`src/rtl/rom_ctrl_scan_pkg.sv`:
```
// Shared types and address helpers for the ROM scan counter.
// Latency: none (types and constant functions only); backpressure: not applicable.
package rom_ctrl_scan_pkg;

    typedef enum logic [1:0] {
        StScan  = 2'd0,
        StDrain = 2'd1,
        StDone  = 2'd2
    } scan_state_e;

    function automatic int vbits(input int value);
        return (value <= 1) ? 1 : $clog2(value);
    endfunction

    function automatic int rom_non_top_count(input int depth, input int top_count);
        return depth - top_count;
    endfunction

    function automatic int last_non_top_addr(input int depth, input int top_count);
        return depth - top_count - 1;
    endfunction

endpackage

```
`src/rtl/rom_ctrl_scan_buf.sv`:
```
// Small synchronous FIFO holding {data, address} of returned ROM reads.
// Latency: one cycle write-to-visible; backpressure: rd_rdy low holds the head, writer must respect level.
module rom_ctrl_scan_buf
    import rom_ctrl_scan_pkg::*;
#(
    parameter int Depth = 2,
    parameter int Width = 8
) (
    input  logic                         clk_i,
    input  logic                         rst_ni,
    input  logic                         clr,
    input  logic                         wr_vld,
    input  logic [Width-1:0]             wr_dat,
    input  logic                         rd_rdy,
    output logic                         rd_vld,
    output logic [Width-1:0]             rd_dat,
    output logic [$clog2(Depth+1)-1:0]   level
);

    localparam int PtrW = vbits(Depth);
    localparam int CntW = $clog2(Depth + 1);

    logic [Width-1:0] mem [Depth];
    logic [PtrW-1:0]  wr_ptr;
    logic [PtrW-1:0]  rd_ptr;
    logic [CntW-1:0]  cnt;
    logic             push;
    logic             pop;

    function automatic logic [PtrW-1:0] ptr_inc(input logic [PtrW-1:0] p);
        return (p == PtrW'(Depth - 1)) ? '0 : p + PtrW'(1);
    endfunction

    assign rd_vld = (cnt != '0);
    assign rd_dat = mem[rd_ptr];
    assign level  = cnt;
    assign pop    = rd_vld && rd_rdy;
    // The upstream credit check guarantees a free slot for every write.
    assign push   = wr_vld;

    always_ff @(posedge clk_i) begin
        if (!rst_ni || clr) begin
            wr_ptr <= '0;
            rd_ptr <= '0;
            cnt    <= '0;
            for (int i = 0; i < Depth; i++) begin
                mem[i] <= '0;
            end
        end else begin
            if (push) begin
                mem[wr_ptr] <= wr_dat;
                wr_ptr      <= ptr_inc(wr_ptr);
            end
            if (pop) begin
                rd_ptr <= ptr_inc(rd_ptr);
            end
            case ({push, pop})
                2'b10:   cnt <= cnt + CntW'(1);
                2'b01:   cnt <= cnt - CntW'(1);
                default: cnt <= cnt;
            endcase
        end
    end

endmodule

```
`src/rtl/rom_ctrl_scan_counter.sv`:
```
// Sequential ROM scanner: issues reads 0..RomDepth-1 and streams {data, addr} out in order.
// Latency: ReadLatency+1 cycles read-to-present; backpressure via credits; ROM_CTRL_SCAN_RESTART_EN enables rescan from Done.
module rom_ctrl_scan_counter
    import rom_ctrl_scan_pkg::*;
#(
    parameter int  RomDepth    = 16,
    parameter int  RomTopCount = 2,
    parameter int  DataWidth   = 40,
    parameter int  ReadLatency = 1,
    localparam int AW          = vbits(RomDepth)
) (
    input  logic                 clk_i,
    input  logic                 rst_ni,
    output logic                 read_req_o,
    output logic [AW-1:0]        read_addr_o,
    input  logic [DataWidth-1:0] rom_data_i,
    output logic                 data_vld_o,
    input  logic                 data_rdy_i,
    output logic [DataWidth-1:0] data_o,
    output logic [AW-1:0]        data_addr_o,
    output logic                 data_last_nontop_o,
    output logic                 data_top_o,
    input  logic                 restart_i,
    output logic                 done_o
);

    localparam int BufDepth   = ReadLatency + 1;
    localparam int CntW       = $clog2(BufDepth + 1);
    localparam int LastAddr   = RomDepth - 1;
    localparam int LastNonTop = last_non_top_addr(RomDepth, RomTopCount);
    localparam int FirstTop   = rom_non_top_count(RomDepth, RomTopCount);

    scan_state_e            state;
    logic [AW-1:0]          issue_addr;
    logic                   pipe_vld  [ReadLatency];
    logic [AW-1:0]          pipe_addr [ReadLatency];
    logic [CntW-1:0]        inflight;
    logic [CntW-1:0]        buf_level;
    logic [CntW:0]          used;
    logic                   issue;
    logic                   buf_pop;
    logic                   restart_req;
    logic [DataWidth+AW-1:0] buf_rdat;

`ifdef ROM_CTRL_SCAN_RESTART_EN
    assign restart_req = (state == StDone) && restart_i;
`else
    logic unused_restart;
    assign restart_req    = 1'b0;
    assign unused_restart = restart_i;
`endif

    always_comb begin
        inflight = '0;
        for (int i = 0; i < ReadLatency; i++) begin
            inflight = inflight + CntW'(pipe_vld[i]);
        end
    end

    // A word popped this cycle frees its slot immediately, which keeps one word per cycle at full rate.
    assign used    = {1'b0, inflight} + {1'b0, buf_level} - (CntW+1)'(buf_pop);
    assign issue   = rst_ni && (state == StScan) && (used < (CntW+1)'(BufDepth));
    assign buf_pop = data_vld_o && data_rdy_i;

    assign read_req_o  = issue;
    assign read_addr_o = issue_addr;

    rom_ctrl_scan_buf #(
        .Depth (BufDepth),
        .Width (DataWidth + AW)
    ) u_buf (
        .clk_i  (clk_i),
        .rst_ni (rst_ni),
        .clr    (restart_req),
        .wr_vld (pipe_vld[ReadLatency-1]),
        .wr_dat ({rom_data_i, pipe_addr[ReadLatency-1]}),
        .rd_rdy (data_rdy_i),
        .rd_vld (data_vld_o),
        .rd_dat (buf_rdat),
        .level  (buf_level)
    );

    assign data_o             = buf_rdat[DataWidth+AW-1:AW];
    assign data_addr_o        = buf_rdat[AW-1:0];
    assign data_last_nontop_o = data_vld_o && (data_addr_o == AW'(LastNonTop));
    assign data_top_o         = data_vld_o && (data_addr_o >= AW'(FirstTop));

    always_ff @(posedge clk_i) begin
        if (!rst_ni || restart_req) begin
            state      <= StScan;
            issue_addr <= '0;
            done_o     <= 1'b0;
            for (int i = 0; i < ReadLatency; i++) begin
                pipe_vld[i]  <= 1'b0;
                pipe_addr[i] <= '0;
            end
        end else begin
            pipe_vld[0]  <= issue;
            pipe_addr[0] <= issue_addr;
            for (int i = 1; i < ReadLatency; i++) begin
                pipe_vld[i]  <= pipe_vld[i-1];
                pipe_addr[i] <= pipe_addr[i-1];
            end
            case (state)
                StScan: begin
                    if (issue) begin
                        if (issue_addr == AW'(LastAddr)) begin
                            state <= StDrain;
                        end else begin
                            issue_addr <= issue_addr + AW'(1);
                        end
                    end
                end
                StDrain: begin
                    if (buf_pop && (data_addr_o == AW'(LastAddr))) begin
                        state  <= StDone;
                        done_o <= 1'b1;
                    end
                end
                StDone:  state <= StDone;
                default: state <= StScan;
            endcase
        end
    end

endmodule

```
`config.mk`:
```
export PLATFORM = sky130hd
export DESIGN_NAME = rom_ctrl_scan_counter
export DESIGN_NICKNAME = d
export VERILOG_FILES = /design/src/rtl/rom_ctrl_scan_pkg.sv /design/src/rtl/rom_ctrl_scan_buf.sv /design/src/rtl/rom_ctrl_scan_counter.sv
export SDC_FILE = /design/constraint.sdc
export NUM_CORES = 1
export LEC_CHECK = 0
export ABC_AREA = 1
export BUFFER_PORTS_ARGS = -buffer_cell sky130_fd_sc_hd__buf_2
export CAP_MARGIN = 20
export CORE_MARGIN = 3
export CORE_UTILIZATION = 43
export DETAILED_ROUTE_END_ITERATION = 10
export PLACE_DENSITY = 0.65
export SLEW_MARGIN = 10
export SYNTH_ARGS = -nofsm -noshare
export SYNTH_HDL_FRONTEND = slang
export SYNTH_SLANG_ARGS = --single-unit
```
`constraint.sdc`:
```
create_clock -name clk_i -period 7.4 [get_ports clk_i]
set_input_delay 1.48 -clock clk_i [delete_from_list [all_inputs] [get_ports clk_i]]
set_output_delay 1.48 -clock clk_i [all_outputs]
set_load 0.03 [all_outputs]
```
==> results of run 1 <==
## placed cells by master, fill, tap and decap left out, types with 3 or more instances in the layout
cell      instances
nand3_1           6
o21ai_0           3
inv_1            65
ha_1              3
edfxtp_1         88
clkinv_1          3
buf_2            95
nand2_2           7
nand2_1         152
a21oi_1           9
clkbuf_8          9
nor2_1           97
dfxtp_1          16
## path summary, 6_finish.rpt
path	start	endpoint	slack (ns)	cells past startpoint
worst min register to register	u_buf.rd_ptr	register	0.46	1
worst min-delay path	u_buf.rd_ptr	register	0.46	1
worst max-delay path	data_rdy_i	read_req_o	2.74	11
worst max register to register	pipe_vld[0]	u_buf.mem[0][32]	4.84	5
## per-stage QoR
stage	utilization	hold slack, ns	total power [mW]	instances
6_report	0.522	0.459	1.73	716
5_1_grt	0.522	0.484	1.83	716
4_1_cts	0.518	0.457	1.75	714
3_5_place_dp	0.501	0.442	1.42	698
3_3_place_gp	0.498	0.429	1.40	697
2_1_floorplan	-	0.425	1.24	485
## power groups by stage
| stage | combinational, mW | clock (mW) | sequential [mW] |
|---|---|---|---|
| after floorplan | 0.430 | 0 | 0.815 |
| after global placement | 0.569 | 0 | 0.832 |
| after detailed placement | 0.586 | 0 | 0.835 |
| after CTS | 0.587 | 0.336 | 0.822 |
| after global routing | 0.640 | 0.356 | 0.833 |
| final | 0.580 | 0.331 | 0.820 |
## sequential cells by signal, indices dropped and copies added (netlist names), named ones only
| name | flops |
|---|---|
| done_o | 1 |
| pipe_addr | 4 |
| pipe_vld | 1 |
| read_addr_o | 4 |
| state | 2 |
| u_buf.level | 2 |
| u_buf.mem | 88 |
| u_buf.rd_ptr | 1 |
| u_buf.wr_ptr | 1 |
## routing by layer
| metal | vias up | share of wire |
|---|---|---|
| li1 | 1670 | - |
| met1 | 1528 | 0.42 |
| met2 | 64 | 0.52 |
| met3 | 8 | 0.046 |
| met4 | 0 | 0.011 |
| met5 | - | 0 |
## cell families after synthesis
kind of cell / after synthesis
AOI/OAI and AO/OA: 15
xor gates and xnor gates: 4
adders and majority gates: 4
buffers and inverters: 87
DFF: 105
and+or+nand+nor: 270
## layout make-up
cell class	instances	area (um^2)
fill	978	4960
clock buffer	11	131
tap	136	170
sequential	105	2980
multi-input combinational	293	1270
inverter	68	265
clock inverter	5	46.3
timing repair buffer	98	543
==> results_dict.tcl, run 1 <==
set metrics [dict create \
    status "completed" \
    combPwrFrac 0.335 \
    yosysMostFrequentCell "nand2_1" \
    finalInstanceArea_um2 5410 \
    critical_path_class "in -> out" \
    hold_violations 0 \
    p_seq_frac 0.474 \
    ant_nets 0 \
    grt_start_max_net_pins 47 \
    leakagePower_nw 2.62 \
    wl_per_cell_um 12.5 \
    antenna_found_initial 0 \
    clock_skew_ns 0.00484 \
    worstPathCellList "buf_2 > inv_2 > nor2_4 > nand2_1 > o21ai_0 > inv_1 > fa_1 > xnor2_1 > nand2_1 > nor2_4 > buf_2" \
    io_buffer_count 95 \
    ir_worst_vdd_mv 0.186 \
    slew_headroom 0.334 \
    synth.area.top_cells "edfxtp_1 57%, nand2_1 13%, nor2_1 7.9%, dfxtp_1 7.4%, inv_1 5.3%" \
    grt_usage 0.153 \
    grt_pass1_vias 3132 \
    die_w_um 109 \
    grt_use_met2 0.285 \
    min_period_ns 4.66 \
    cts_num_sinks 105 \
    async_flop_share 0 \
    synth_edf_count 88 \
    synth_xor_area_frac 0.00762 \
    synth_top_family_by_area "simple AND/OR/NAND/NOR gates" \
    row_count 37 \
    synth-seq-cells 105 \
    ys_seq_area_frac 0.649 \
    drtIter0Drc 152 \
    critPathCaptureType "output pin" \
    cts_tree "done" \
    slowest_delay_ns 0.38 \
    synth-compound-area-share 0.0204 \
    crit_path_top_delay_cell "fa_1" \
    synth_area_um2 4600 \
    rsz0062_at_grt "no" \
    critPathLaunchType "input pin" \
    maxSlewViolCount 0 \
    vias 3270 \
    die_area_um2 12000 \
    tightestPinTransition_ns 0.996 \
    start_util 0.443 \
    grt.met1_usage 0.176 \
    cts_hold_buf 0 \
    drc_errors 0 \
    cts_resized 0 \
    layout_setup_ws_ns 2.74 \
    yosys-top-cells-count "155 x nand2_1, 97 x nor2_1, 88 x edfxtp_1, 65 x inv_1, 17 x dfxtp_1" \
    path_max_fanout 6 \
    grt_pass1_wl_mm 14.0 \
    synth_simple_gate_area_frac 0.233 \
    drive_gt1_frac 0.217 \
    core_um2 10400 \
    hold_path_class "reg -> reg" \
    setup-violations-final 0 \
    postSynthCellCount 485 \
    post-route-period-util 0.630 \
    cp.buffers_inverters 4 \
    syn_to_final_growth_pct 17.7 \
    p_int_mw 1.07 \
    clock_latency_ns 0.35 \
    post-place-ws_ns 2.73 \
    cts-htree-levels 3 \
    crit_family "simple AND/OR/NAND/NOR gates" \
    pin_count 97 \
    vias_per_cell 4.57 \
    ctsLongestPathBuffers 2 \
    post_dp_cell_area_um2 5190 \
    gp_congestion 0.719 \
    sw_frac_of_total 0.379 \
    cap_violations 0 \
    switchingPower_mw 0.656 \
    synthAdderAreaFrac 0.0125 \
    drtPass1Iterations 4 \
    die_h_um 109 \
    routed_wl_mm 8.97 \
    use_met3 0.0241 \
    power_frac_clock 0.191 \
    synth_nets 533 \
    clk_pin_slew_worst_paths_ns 0.09 \
    p_per_area_nw_per_um2 320 \
    worst_ep_required_time_ns 5.92 \
    root_buffer "clkbuf_8" \
    dp_hpwl_mm 5.54 \
    final_nets 623 \
    synth.avg_cell_area_um2 9.48 \
    numCtsBuffers 9 \
    worstPathArrival_ns 3.18 \
    synth_top_area_cell "edfxtp_1" \
    ys_warn_count 0 \
    ys_types 27 \
    gr-max-usage-layer "met2" \
    postCtsSetupBuffers 0 \
    synth-main-ff-cell "edfxtp_1" \
    fmax_mhz 215 \
    yosysTopAreaCellShare 0.575 \
    antenna-diode-count 0 \
    finalSetupTns_ns 0 \
    muxShareOfSynthArea 0 \
    globalRouteOverflowTotal 0 \
]
(Power assumes the default switching activity.)
==> run 2, diff against run 1 <==
--- a/config.mk
+++ b/config.mk
@@ -5,13 +5,13 @@
 export SDC_FILE = /design/constraint.sdc
 export NUM_CORES = 1
 export LEC_CHECK = 0
-export ABC_AREA = 1
+export ABC_AREA = 0
 export BUFFER_PORTS_ARGS = -buffer_cell sky130_fd_sc_hd__buf_2
 export CAP_MARGIN = 20
 export CORE_MARGIN = 3
 export CORE_UTILIZATION = 43
 export DETAILED_ROUTE_END_ITERATION = 10
-export PLACE_DENSITY = 0.65
+export PLACE_DENSITY = 0.68
 export SLEW_MARGIN = 10
 export SYNTH_ARGS = -nofsm -noshare
 export SYNTH_HDL_FRONTEND = slang
==> constraint.sdc (replaced) <==
create_clock -name clk_i -period 4.2 [get_ports clk_i]
set_input_delay 0.84 -clock clk_i [delete_from_list [all_inputs] [get_ports clk_i]]
set_output_delay 0.84 -clock clk_i [all_outputs]
set_load 0.03 [all_outputs]
==> run 2 against run 1 <==
- synthesized area decreased by 0.95%
- final cell count shrank 23%
- critical path type is now reg -> out
- critical path depth decreased by 4
- count of clock-buffer cells in the layout down 2
- first-iteration DRC count shrank 57%
- via count down 17%
- sequential power grew 78%
- largest power group unchanged
- die area down 0.90%
- sequential share of layout area is 0.46 points higher
==> results_dict.tcl, run 2 <==
set metrics [dict create \
    ant_nets 0 \
    synthAdderAreaFrac 0.0126 \
    synth-compound-area-share 0.0195 \
    nFillCells 859 \
    synth_edf_count 88 \
    root_buffer "clkbuf_8" \
    final_common_cell "and2_1" \
    post_dp_cell_area_um2 5180 \
    leakagePower_nw 2.27 \
    antenna-diode-count 0 \
    slowest_delay_ns 0.58 \
    antenna_found_initial 1 \
    maxSlewViolCount 0 \
    drtIter0Drc 66 \
    synth-main-ff-cell "edfxtp_1" \
    p_per_area_nw_per_um2 580 \
    hold_violations 0 \
    ctsLongestPathBuffers 2 \
    synth_area_um2 4550 \
    setup-violations-final 0 \
    ys_types 31 \
    fmax_mhz 287 \
    core_um2 10000 \
    clock_latency_ns 0.36 \
    start_util 0.453 \
    slew_headroom 0.551 \
    vias_per_cell 4.87 \
    syn_to_final_growth_pct 17.9 \
    cts_num_sinks 105 \
    clk_pin_slew_worst_paths_ns 0.10 \
    synth_top_family_by_area "simple AND/OR/NAND/NOR gates" \
    die_area_um2 11900 \
    wl_per_cell_um 15.3 \
    path_max_fanout 7 \
    cts-htree-levels 3 \
    synth.area.top_cells "edfxtp_1 58%, and2_1 14%, mux2_2 10%, dfxtp_1 7.5%, clkbuf_1 1.2%" \
    r2r_setup_slack_ns 1.33 \
    final_core_util 0.534 \
    cts_resized 0 \
    yosysTopAreaCellShare 0.580 \
    critPathLaunchType "register" \
    async_flop_share 0 \
    worst_ep_required_time_ns 3.36 \
    synth_simple_gate_area_frac 0.162 \
    final_cell_mix "99 x and2_1, 95 x buf_2, 88 x edfxtp_1" \
    synth.avg_cell_area_um2 14.1 \
    rsz0062_at_grt "no" \
    synth_xor_area_frac 0.0154 \
    critical_path_class "reg -> out" \
    hold_path_class "reg -> reg" \
    pin_count 97 \
    drc_errors 0 \
    numCtsBuffers 9 \
    final_nets 464 \
    die_w_um 109 \
    die_h_um 109 \
    postSynthCellCount 322 \
    muxShareOfSynthArea 0.113 \
    yosys-top-cells-count "99 x and2_1, 88 x edfxtp_1, 42 x mux2_2, 17 x dfxtp_1, 15 x clkbuf_1" \
    synth_top_area_cell "edfxtp_1" \
    cap_violations 0 \
    combPwrFrac 0.346 \
    worstPathArrival_ns 2.64 \
    crit_path_top_delay_cell "o21ai_0" \
    grt_pass1_wl_mm 13.2 \
    regMostFlops "u_buf.mem" \
    worstPathCellList "o21ai_0 > nor2_1 > o21ai_0 > fa_1 > nand3_1 > nor2_1 > buf_2" \
    finalSetupTns_ns 0 \
    dp_hpwl_mm 5.49 \
    cts_hold_buf 0 \
    postCtsSetupBuffers 0 \
    power_frac_clock 0.187 \
    switchingPower_mw 1.13 \
    io_buffer_count 95 \
    critPathCaptureType "output pin" \
    yosysMostFrequentCell "and2_1" \
    p_int_mw 1.98 \
    min_period_ns 3.48 \
    clock_skew_ns 0.0123 \
    finalInstanceArea_um2 5370 \
    status "completed" \
    row_count 36 \
    seqCellArea_um2 2980 \
    grt_usage 0.148 \
    cts_tree "done" \
    drtPass1Iterations 7 \
    multi_input_area_um2 1490 \
    tightestPinTransition_ns 0.667 \
    power_mw 3.11 \
    p_seq_frac 0.467 \
    grt_start_max_net_pins 46 \
    largest_reg_flops 88 \
    sw_frac_of_total 0.364 \
    vias 2699 \
    ir_worst_vdd_mv 0.256 \
    routed_wl_mm 8.47 \
    globalRouteOverflowTotal 0 \
    synth_nets 370 \
    synth-seq-cells 105 \
    drive_gt1_frac 0.392 \
    ys_seq_area_frac 0.655 \
    grt_pass1_vias 2738 \
    ys_warn_count 0 \
    post-route-period-util 0.830 \
    gp_congestion 0.700 \
]
[run 2: changes by cell type in the layout (fill, tap and decap cells not counted), sizes merged, moves of 6 or more]
cell,change
nor2,-94
a21oi,-7
nand3,-6
nand2,-156
mux2,+42
and2,+99
inv,-54
[run 2: area by class of cell]
cell class | instances | area share
clock buffers | 9 | 0.0231
repair buffers | 100 | 0.0956
flip-flops and latches | 105 | 0.556
inverters | 9 | 0.00629
multi-input cells | 191 | 0.277
well taps | 133 | 0.0310
clock inverters | 7 | 0.0114
[run 2: routing by layer]
layer,routed length [um],up-vias,track usage
met1,3420,1301,0.169
met5,13,-,0
met2,4400,76,0.268
met3,490,15,0.0326
met4,138,2,0.0550
li1,-,1305,-
[run 2: worst paths after layout]
check	from	to	cells past startpoint
worst max-delay path	u_buf.level[1]	read_req_o	7
worst min-delay path	state[1]	state[1]	2
worst max register to register	u_buf.level[1]	read_addr_o[3]	9
worst min register to register	state[1]	state[1]	2
[run 2: through the flow]
step	setup slack [ns]	hold slack, ns	instances
2_1_floorplan	0.0827	0.435	322
3_3_place_gp	0.823	0.444	538
3_5_place_dp	0.746	0.455	538
4_1_cts	0.709	0.470	554
5_1_grt	0.498	0.518	554
6_report	0.715	0.467	554
[run 2: critical path: cells and delay by family (launching register included)]
family / cells / cell delay (ns)
AO/OA/AOI/OAI: 2 / 0.84
flip-flops: 1 / 0.40
adder cells (fa/ha/maj): 1 / 0.47
AND/OR/NAND/NOR: 3 / 0.40
buffers and inverters: 1 / 0.19
[run 2: cell families after synthesis]
logic type                 Yosys count
AOI/OAI and AO/OA                   12
xor gates and xnor gates             8
adders and majority gates            4
buffers and inverters               26
DFF                                105
muxes                               46
and+or+nand+nor                    121
[run 2: power by group through the flow]
| stage | Combinational (mW) | Sequential [mW] | Clock (mW) |
|---|---|---|---|
| 4_1_cts | 1.10 | 1.46 | 0.602 |
| 6_report | 1.08 | 1.46 | 0.582 |
| 3_3_place_gp | 1.08 | 1.47 | 0 |
| 2_1_floorplan | 0.795 | 1.48 | 0 |
| 5_1_grt | 1.16 | 1.47 | 0.645 |
| 3_5_place_dp | 1.09 | 1.48 | 0 |
